### src/rtl/count_sched.sv
// -----------------------------------------------------------------------------
// count_sched
// Round-robin scheduler sharing one WIDTH-bit up/down counter between NREQ
// requesters. A requester asks for a burst of LEN single steps in one
// direction. The block grants the counter to one requester and sequences the
// burst, then pulses done. The counter value holds between bursts.
//
// Ports
//   clk      : system clock, all state changes on the rising edge
//   reset    : asynchronous active-low reset
//   req      : per-requester request level, held until that requester's done
//   dir      : per-requester direction (0 = up, 1 = down), sampled at grant
//   len      : per-requester burst length, requester i uses [i*LEN_W +: LEN_W]
//   grant    : one-hot owner of the counter, high during RUN only
//   busy     : high in RUN and DONE
//   done     : one-cycle completion pulse
//   done_id  : index of the completed requester, valid with done
//   aborted  : valid with done, 1 when the burst was cut short by req dropping
//   out      : shared counter value
//   wrap     : one-cycle pulse on the edge where out wraps
// -----------------------------------------------------------------------------
module count_sched #(
    parameter int NREQ  = 2,
    parameter int WIDTH = 4,
    parameter int LEN_W = 4
) (
    input  logic                     clk,
    input  logic                     reset,
    input  logic [NREQ-1:0]          req,
    input  logic [NREQ-1:0]          dir,
    input  logic [NREQ*LEN_W-1:0]    len,
    output logic [NREQ-1:0]          grant,
    output logic                     busy,
    output logic                     done,
    output logic [$clog2(NREQ)-1:0]  done_id,
    output logic                     aborted,
    output logic [WIDTH-1:0]         out,
    output logic                     wrap
);

    localparam int IDW = $clog2(NREQ);
    // One extra bit so the round-robin candidate index can exceed NREQ-1
    // before it is folded back.
    localparam int CW  = IDW + 1;
    localparam logic [IDW-1:0] LAST_RST = IDW'(NREQ - 1);

    typedef enum logic [1:0] {
        ST_IDLE = 2'b00,
        ST_RUN  = 2'b01,
        ST_DONE = 2'b10
    } state_t;

    // Next counter value for one step in the given direction, modulo 2^WIDTH.
    function automatic logic [WIDTH-1:0] step_value(
        input logic [WIDTH-1:0] cur,
        input logic             down
    );
        logic [WIDTH-1:0] res;
        if (down) begin
            res = cur - {{(WIDTH-1){1'b0}}, 1'b1};
        end else begin
            res = cur + {{(WIDTH-1){1'b0}}, 1'b1};
        end
        return res;
    endfunction

    // True when one step from cur in the given direction crosses the
    // 2^WIDTH-1 / 0 boundary.
    function automatic logic step_wraps(
        input logic [WIDTH-1:0] cur,
        input logic             down
    );
        logic res;
        if (down) begin
            res = (cur == {WIDTH{1'b0}});
        end else begin
            res = (cur == {WIDTH{1'b1}});
        end
        return res;
    endfunction

    // Registered state
    state_t               r_state;
    logic [IDW-1:0]       r_last;
    logic [IDW-1:0]       r_owner;
    logic                 r_dir;
    logic [LEN_W-1:0]     r_remain;
    logic [WIDTH-1:0]     r_out;
    logic                 r_wrap;
    logic [NREQ-1:0]      r_grant;
    logic                 r_busy;
    logic                 r_done;
    logic [IDW-1:0]       r_done_id;
    logic                 r_aborted;

    // Next-state values
    state_t               w_state_nxt;
    logic [IDW-1:0]       w_last_nxt;
    logic [IDW-1:0]       w_owner_nxt;
    logic                 w_dir_nxt;
    logic [LEN_W-1:0]     w_remain_nxt;
    logic [WIDTH-1:0]     w_out_nxt;
    logic                 w_wrap_nxt;
    logic [NREQ-1:0]      w_grant_nxt;
    logic                 w_done_nxt;
    logic [IDW-1:0]       w_done_id_nxt;
    logic                 w_aborted_nxt;

    // Arbitration helpers
    logic                 w_any_req;
    logic [IDW-1:0]       w_winner;
    logic [CW-1:0]        w_cand;
    logic [LEN_W-1:0]     w_len_arr [NREQ];
    logic [LEN_W-1:0]     w_len_sel;
    logic [NREQ-1:0]      w_winner_onehot;

    // Split the packed length bus into one field per requester.
    always_comb begin
        for (int k = 0; k < NREQ; k++) begin
            w_len_arr[k] = len[k*LEN_W +: LEN_W];
        end
    end

    // Round-robin search: first asserted req starting just after r_last.
    always_comb begin
        w_any_req = 1'b0;
        w_winner  = {IDW{1'b0}};
        w_cand    = {CW{1'b0}};
        for (int k = 0; k < NREQ; k++) begin
            w_cand = {1'b0, r_last} + CW'(k + 1);
            if (w_cand >= CW'(NREQ)) begin
                w_cand = w_cand - CW'(NREQ);
            end else begin
                w_cand = w_cand;
            end
            if (!w_any_req && req[w_cand[IDW-1:0]]) begin
                w_any_req = 1'b1;
                w_winner  = w_cand[IDW-1:0];
            end else begin
                w_any_req = w_any_req;
            end
        end
    end

    assign w_len_sel       = w_len_arr[w_winner];
    assign w_winner_onehot = {{(NREQ-1){1'b0}}, 1'b1} << w_winner;

    // Next-state and next-output logic for the IDLE/RUN/DONE sequencer.
    always_comb begin
        w_state_nxt   = r_state;
        w_last_nxt    = r_last;
        w_owner_nxt   = r_owner;
        w_dir_nxt     = r_dir;
        w_remain_nxt  = r_remain;
        w_out_nxt     = r_out;
        w_wrap_nxt    = 1'b0;
        w_grant_nxt   = r_grant;
        w_done_nxt    = 1'b0;
        w_done_id_nxt = r_done_id;
        w_aborted_nxt = r_aborted;

        case (r_state)
            ST_IDLE: begin
                if (w_any_req) begin
                    w_owner_nxt = w_winner;
                    w_last_nxt  = w_winner;
                    w_dir_nxt   = dir[w_winner];
                    if (w_len_sel != {LEN_W{1'b0}}) begin
                        w_state_nxt  = ST_RUN;
                        w_remain_nxt = w_len_sel;
                        w_grant_nxt  = w_winner_onehot;
                    end else begin
                        // Zero-length burst completes without ever granting.
                        w_state_nxt   = ST_DONE;
                        w_remain_nxt  = {LEN_W{1'b0}};
                        w_grant_nxt   = {NREQ{1'b0}};
                        w_done_nxt    = 1'b1;
                        w_done_id_nxt = w_winner;
                        w_aborted_nxt = 1'b0;
                    end
                end else begin
                    w_state_nxt = ST_IDLE;
                    w_grant_nxt = {NREQ{1'b0}};
                end
            end

            ST_RUN: begin
                if (!req[r_owner]) begin
                    // Owner withdrew: finish without stepping on this edge.
                    w_state_nxt   = ST_DONE;
                    w_grant_nxt   = {NREQ{1'b0}};
                    w_done_nxt    = 1'b1;
                    w_done_id_nxt = r_owner;
                    w_aborted_nxt = 1'b1;
                end else begin
                    w_out_nxt    = step_value(r_out, r_dir);
                    w_wrap_nxt   = step_wraps(r_out, r_dir);
                    w_remain_nxt = r_remain - {{(LEN_W-1){1'b0}}, 1'b1};
                    if (r_remain == {{(LEN_W-1){1'b0}}, 1'b1}) begin
                        w_state_nxt   = ST_DONE;
                        w_grant_nxt   = {NREQ{1'b0}};
                        w_done_nxt    = 1'b1;
                        w_done_id_nxt = r_owner;
                        w_aborted_nxt = 1'b0;
                    end else begin
                        w_state_nxt = ST_RUN;
                    end
                end
            end

            ST_DONE: begin
                // Requests seen here are left for the next IDLE cycle.
                w_state_nxt = ST_IDLE;
                w_grant_nxt = {NREQ{1'b0}};
            end

            default: begin
                w_state_nxt = ST_IDLE;
                w_grant_nxt = {NREQ{1'b0}};
            end
        endcase
    end

    // State and output registers.
    always_ff @(posedge clk or negedge reset) begin
        if (!reset) begin
            r_state   <= ST_IDLE;
            r_last    <= LAST_RST;
            r_owner   <= {IDW{1'b0}};
            r_dir     <= 1'b0;
            r_remain  <= {LEN_W{1'b0}};
            r_out     <= {WIDTH{1'b0}};
            r_wrap    <= 1'b0;
            r_grant   <= {NREQ{1'b0}};
            r_busy    <= 1'b0;
            r_done    <= 1'b0;
            r_done_id <= {IDW{1'b0}};
            r_aborted <= 1'b0;
        end else begin
            r_state   <= w_state_nxt;
            r_last    <= w_last_nxt;
            r_owner   <= w_owner_nxt;
            r_dir     <= w_dir_nxt;
            r_remain  <= w_remain_nxt;
            r_out     <= w_out_nxt;
            r_wrap    <= w_wrap_nxt;
            r_grant   <= w_grant_nxt;
            r_busy    <= (w_state_nxt != ST_IDLE);
            r_done    <= w_done_nxt;
            r_done_id <= w_done_id_nxt;
            r_aborted <= w_aborted_nxt;
        end
    end

    assign grant   = r_grant;
    assign busy    = r_busy;
    assign done    = r_done;
    assign done_id = r_done_id;
    assign aborted = r_aborted;
    assign out     = r_out;
    assign wrap    = r_wrap;

endmodule

### config.mk
export PLATFORM = sky130hd
export DESIGN_NAME = count_sched
export DESIGN_NICKNAME = d
export VERILOG_FILES = /design/src/rtl/count_sched.sv
export SDC_FILE = /design/constraint.sdc
export NUM_CORES = 1
export LEC_CHECK = 0
export CAP_MARGIN = 20
export CORE_MARGIN = 5
export CORE_UTILIZATION = 45
export CTS_CLUSTER_DIAMETER = 40
export CTS_CLUSTER_SIZE = 24
export DETAILED_ROUTE_END_ITERATION = 6
export PLACE_DENSITY = 0.82
export SYNTH_ARGS = -nofsm -noshare
export SYNTH_HDL_FRONTEND = slang
export SYNTH_SLANG_ARGS = --single-unit
### constraint.sdc
create_clock -name clk -period 1.55 [get_ports clk]
set_input_delay 0.31 -clock clk [delete_from_list [all_inputs] [get_ports clk]]
set_output_delay 0.31 -clock clk [all_outputs]
set_load 0.005 [all_outputs]
# Word-level counts from Yosys, hierarchy flattened
# Index checks and enable logic that the tools add are counted.
[classes] addsub=7 mux=50 eq_ne=7 reduce_logical=11 n_shift=1 n_lt_le_gt_ge=7 n_bitwise=1
[op_table] cell="$mux W1" n=29
[op_table] cell="$mux W4" n=7
[op_table] cell="$mux W2" n=8
[op_table] cell="$lt A1 B2 Y1 const B" n=4
[op_table] cell="$pmux W2 S2" n=2
[op_table] cell="$pmux W4 S2" n=1
[op_table] cell="$sub A4 B1 Y4 const B" n=2
[op_table] cell="$ge A2 B2 Y1 const B" n=3
[op_table] cell="$ne A2 B2 Y1 const B" n=3
[op_table] cell="$pmux W1 S2" n=3
[op_table] cell="$add A4 B1 Y4 const B" n=1
[op_table] cell="$eq A4 B1 Y1 const B" n=1
[op_table] cell="$eq A4 B4 Y1 const B" n=1
[op_table] cell="$logic_not A4 Y1" n=1
[op_table] cell="$reduce_and A2 Y1" n=2
[op_table] cell="$reduce_and A4 Y1" n=1
[op_table] cell="$reduce_bool A2 Y1" n=2
[op_table] cell="$reduce_bool A4 Y1" n=1
[op_table] cell="$ne A3 B3 Y1 const B" n=1
[op_table] cell="$reduce_and A3 Y1" n=1
[op_table] cell="$add A1 B1 Y2 const B" n=1
[op_table] cell="$add A1 B2 Y2 const B" n=1
[op_table] cell="$eq A2 B1 Y1 const B" n=1
[op_table] cell="$logic_not A2 Y1" n=1
[op_table] cell="5 further kinds" n=6
[word_totals] in_bits=14 out_inout_bits=11 register_bits=20 elab_cells=96

# Depth between registers and ports, before layout
[depth] ltp_word=18 depth_mapped=6 depth_no_buf=6

# Worst setup path before layout
# No wires, ideal clock.
[synth_path] path_kind="flip-flop to flip-flop" start="reg r_out[1], in the netlist out[1]" end="reg r_out[3], in the netlist out[3]" setup_time_ps=79 period_less_slack_ps=1471 path_slack_ps=79 required_ps=1471 path_stages_with_launch=6 n_path_buf=0 arrival_time_ps=1392 cell_sequence="dfrtp_1 -> ha_1 -> a21o_1 -> a21oi_1 -> mux2i_1 -> xor2_1"
[synth_via] elab_chain_cells=2 elab_cells_between_ends=3 classes_between="add/sub: 2; mux: 1"
[synth_lines] element="start: declaration" line="88" text="logic [WIDTH-1:0] r_out;"
[synth_lines] element="start signal: assignment" line="232" text="r_out <= {WIDTH{1'b0}};"
[synth_lines] element="start signal: assignment" line="245" text="r_out <= w_out_nxt;"
[synth_lines] element="$add A4 B1 Y4 or $sub A4 B1 Y4 (tied branches)" line="62, 60"
[synth_lines] element="$mux W4 (*)" line="59" text="if (down) begin"
# Mark *: on every way between the ends. The rest lies on a longest branch, timed or not.
# A chain may end at the register's enable or synchronous reset.

# Worst setup path after layout
[layout_path] start="reg r_dir" end="reg r_out[3], in the netlist out[3]"
[layout_via] elab_chain_cells=1
[layout_lines] element="start: declaration" line="86" text="logic r_dir;"
[layout_lines] element="start signal: assignment" line="243" text="r_dir <= w_dir_nxt;"
[layout_lines] element="$mux W4" line="59"
# No other way between the ends.

==> impl_metrics.py <==
metrics = {
    "outcome": {
        "status": "complete, but fails checks",
        "violations": "setup timing",
    },
    "logic_synthesis": {
        "synth_xor_area_share_pct": 2.37,
        "syn-instance-count": 106,
        "syn_nets": 125,
        "synth_enable_flop_cells": 0,
        "synth_area_um2": 1110,
        "ys_seq_elements": 19,
        "yosysSeqAreaShare_pct": 43.0,
        "syn_avg_cell_area_um2": 10.5,
        "synth_top_family_by_area": "compound AO/OA/AOI/OAI gates",
        "yosys_most_used_dff": "dfrtp_1",
        "synthArstFlopShare_pct": 100,
        "synth_fa_ha_area_share_pct": 6.31,
        "synth_compound_area_share_pct": 18.4,
        "synthMuxAreaShare_pct": 10.9,
        "synthSimpleGateAreaFrac_pct": 16.3,
        "ys_warn_count": 0,
        "yosysUniqueCellTypes": 39,
    },
    "floorplanning": {
        "initial_core_util_pct": 46.1,
        "die-area_um2": 3560,
        "ios": 25,
        "num_rows": 18,
        "fp.coreArea_um2": 2410,
        "die_w_um": 59.7,
        "die_h_um": 59.7,
    },
    "final_layout": {
        "drive_gt1_share_pct": 25.3,
        "fin_nets": 174,
        "fillers": 199,
        "fin_area_um2": 1580,
        "final_cells": 184,
        "n_antenna_cell": 0,
        "area_delta_synth_final_pct": 42.3,
    },
    "pwr": {
        "combinationalPowerShare_pct": 60.7,
        "p_leak_nw": 0.774,
        "clock_power_share_pct": 8.6,
        "p_per_area_nw_per_um2": 1930,
        "swShare_pct": 40.2,
        "p_sw_w": 0.00123,
        "ir_worst_vdd_mv": 1.21,
        "p_int_w": 0.00183,
        "total_power_w": 0.00305,
        "sequentialPowerShare_pct": 30.7,
    },
    "sta": {
        "whs_ns": 0.330,
        "rsz0062_at_grt": "yes",
        "fin_ws_ns": -0.0161,
        "min_period_over_period_pct": 101,
        "fmax_mhz": 639,
        "min_period_ns": 1.57,
        "worst_pin_slew_ns": 0.411,
        "finClkSkew_ns": 0.0137,
        "report.final.slew_viol_count": 0,
        "setup-violations-final": 1,
        "relSlewSlack_pct": 72.3,
        "final_hold_viol_count": 0,
    },
    "critical_path": {
        "rr_endpoint": "out[3]",
        "worstPathMaxFanout": 4,
        "r2r_slack_ns": -0.02,
        "critPathLaunchType": "flip-flop",
        "worstPathArrival_ns": 1.79,
        "worstSetupEndpointType": "flip-flop",
        "worst_r2r_path_depth": 5,
        "r2r-start": "r_dir",
        "crit_type": "flip-flop to flip-flop",
        "required_ns": 1.77,
    },
    "route": {
        "antenna_left": 0,
        "dr.pass1.iters": 4,
        "wl_um": 2860,
        "vias": 1004,
        "drt-initial-drc-count": 23,
        "via_per_inst": 5.46,
        "drc_errors": 0,
        "wl_per_cell_um": 15.5,
    },
    "cts": {
        "numCtsBuffers": 3,
        "htree_levels": 1,
        "root_buffer": "clkbuf_4",
        "cts_buffer_depth": 2,
        "tritoncts": "built",
        "cts.sinks": 19,
        "holdBufCountCts": 0,
        "clk_latency_ns": 0.30,
        "path_clk_slew_ns": 0.13,
    },
    "placement": {
        "dp_hpwl_um": 2190,
        "gp_congestion": 0.822,
        "place_area_um2": 1490,
        "dp_cells": 174,
        "pre_cts_ws_ns": -0.374,
        "portBuffers": 24,
    },
    "global_routing": {
        "grt_max_degree": 20,
        "grt_pass1_vias": 1081,
        "grt.overflow.total": 0,
        "grt_pass1_wl_um": 4860,
        "track_usage_pct": 18.2,
        "antenna_found_initial": 0,
    },
    "hold_path": {
        "hp-class": "input port to asynchronous set/reset pin",
    },
    "run": {
        "drv_cap": 0,
    },
}
==> cells in the mapped netlist, types with 2 or more instances <==
master	n	area, um2
nor3_1	2	10.0
a21oi_1	7	35.0
nor2_1	6	22.5
dfrtp_1	18	450
o21ai_0	7	35.0
a22o_1	2	17.5
nor4_1	2	12.5
xor2_1	2	17.5
ha_1	4	50.1
mux2i_1	5	50.1
mux2_4	4	60.1
nand2b_1	2	12.5
nand3b_1	2	15.0
inv_1	6	22.5
nand2_1	9	33.8
nand3_1	4	20.0
o2bb2ai_1	2	17.5
==> worst max-delay path by stage <==
stage | startpoint | to | slack, ns | cells past startpoint
finish | r_dir | out[3] | -0.02 | 5
detailed placement | req[0] | r_remain[0] | -0.37 | 5
floorplan | out[1] | out[3] | 0.08 | 5
global route | r_dir | out[3] | -0.09 | 5
global placement | req[0] | aborted | -0.31 | 5
CTS | r_dir | out[3] | -0.006 | 5
==> state kept, by name, indices dropped and copies added, names as in the netlist <==
name      count
out           4
r_remain      4
grant         2
aborted       1
busy          1
done          1
done_id       1
r_dir         1
r_last        1
r_owner       1
r_state       1
wrap          1
==> cell families after synthesis <==
group                    after synthesis
buffers and inverters                  7
XOR/XNOR                               3
multiplexers                          10
flip-flops                            19
AND/OR/NAND/NOR                       35
AO/OA/AOI/OAI                         27
adder cells (fa/ha/maj)                5
==> per-stage QoR <==
step	setup TNS (ns)	util [%]
global route	-0.0904	65.5
global placement	-2.69	61.9
floorplan	0	-
CTS	-0.00605	64.3
finish	-0.0161	65.5
detailed placement	-3.26	61.9
==> power by group through the flow <==
stage          Sequential [W]  Clock [W]  Combinational, W
3_5_place_dp         0.000978          0           0.00169
3_3_place_gp         0.000955          0           0.00160
2_1_floorplan        0.000954          0          0.000970
5_1_grt              0.000966   0.000290           0.00205
4_1_cts              0.000936   0.000267           0.00181
6_report             0.000938   0.000262           0.00185
==> per-layer routing <==
layer	share of wire [%]	wire length, um	vias to the layer above	global-route usage (%)
met2	53	1510	33	32.7
li1	-	-	480	-
met5	0	0	-	0
met3	6.3	181	2	5.18
met4	0.53	15	0	5.38
met1	40	1150	489	20.5
==> critical path, stage by stage, from the launching register on <==
cell     delay [ns]
dfrtp_1        0.44
ha_1           0.31
a21o_1         0.18
a21oi_2        0.15
mux2i_1        0.24
xor2_1         0.16
==> layout by cell type, fill, tap and decap left out, drive strengths merged, types with 3 or more instances in the layout <==
master         count
buf               21
dfrtp             18
clkdlybuf4s50     18
nand2             10
o21ai              7
a21oi              7
inv                6
nor2               6
mux2i              5
mux2               5
nand3              4
ha                 4
clkbuf             3
dlygate4sd2        3
dlymetal6s2s       3
a22o               3
==> timing repair <==
| action | in CTS | in global routing |
|---|---|---|
| gates resized for setup | 4 | 4 |
| cloned | 0 | 0 |
| setup endpoints to repair | 8 | 6 |
| pin swaps | 5 | 0 |
| setup buffers | 4 | 2 |
==> final cells by class <==
| cell class | instances | area, um2 | area share, % |
|---|---|---|---|
| Clock buffer | 3 | 22.5 | 1.43 |
| Clock inverter | 1 | 5.00 | 0.317 |
| Inverter | 6 | 22.5 | 1.43 |
| Multi-Input combinational cell | 80 | 613 | 38.8 |
| Sequential cell | 19 | 477 | 30.2 |
| Tap cell | 30 | 37.5 | 2.38 |
| Timing Repair Buffer | 45 | 402 | 25.4 |
No activity file was read; power rests on OpenSTA's default activity.
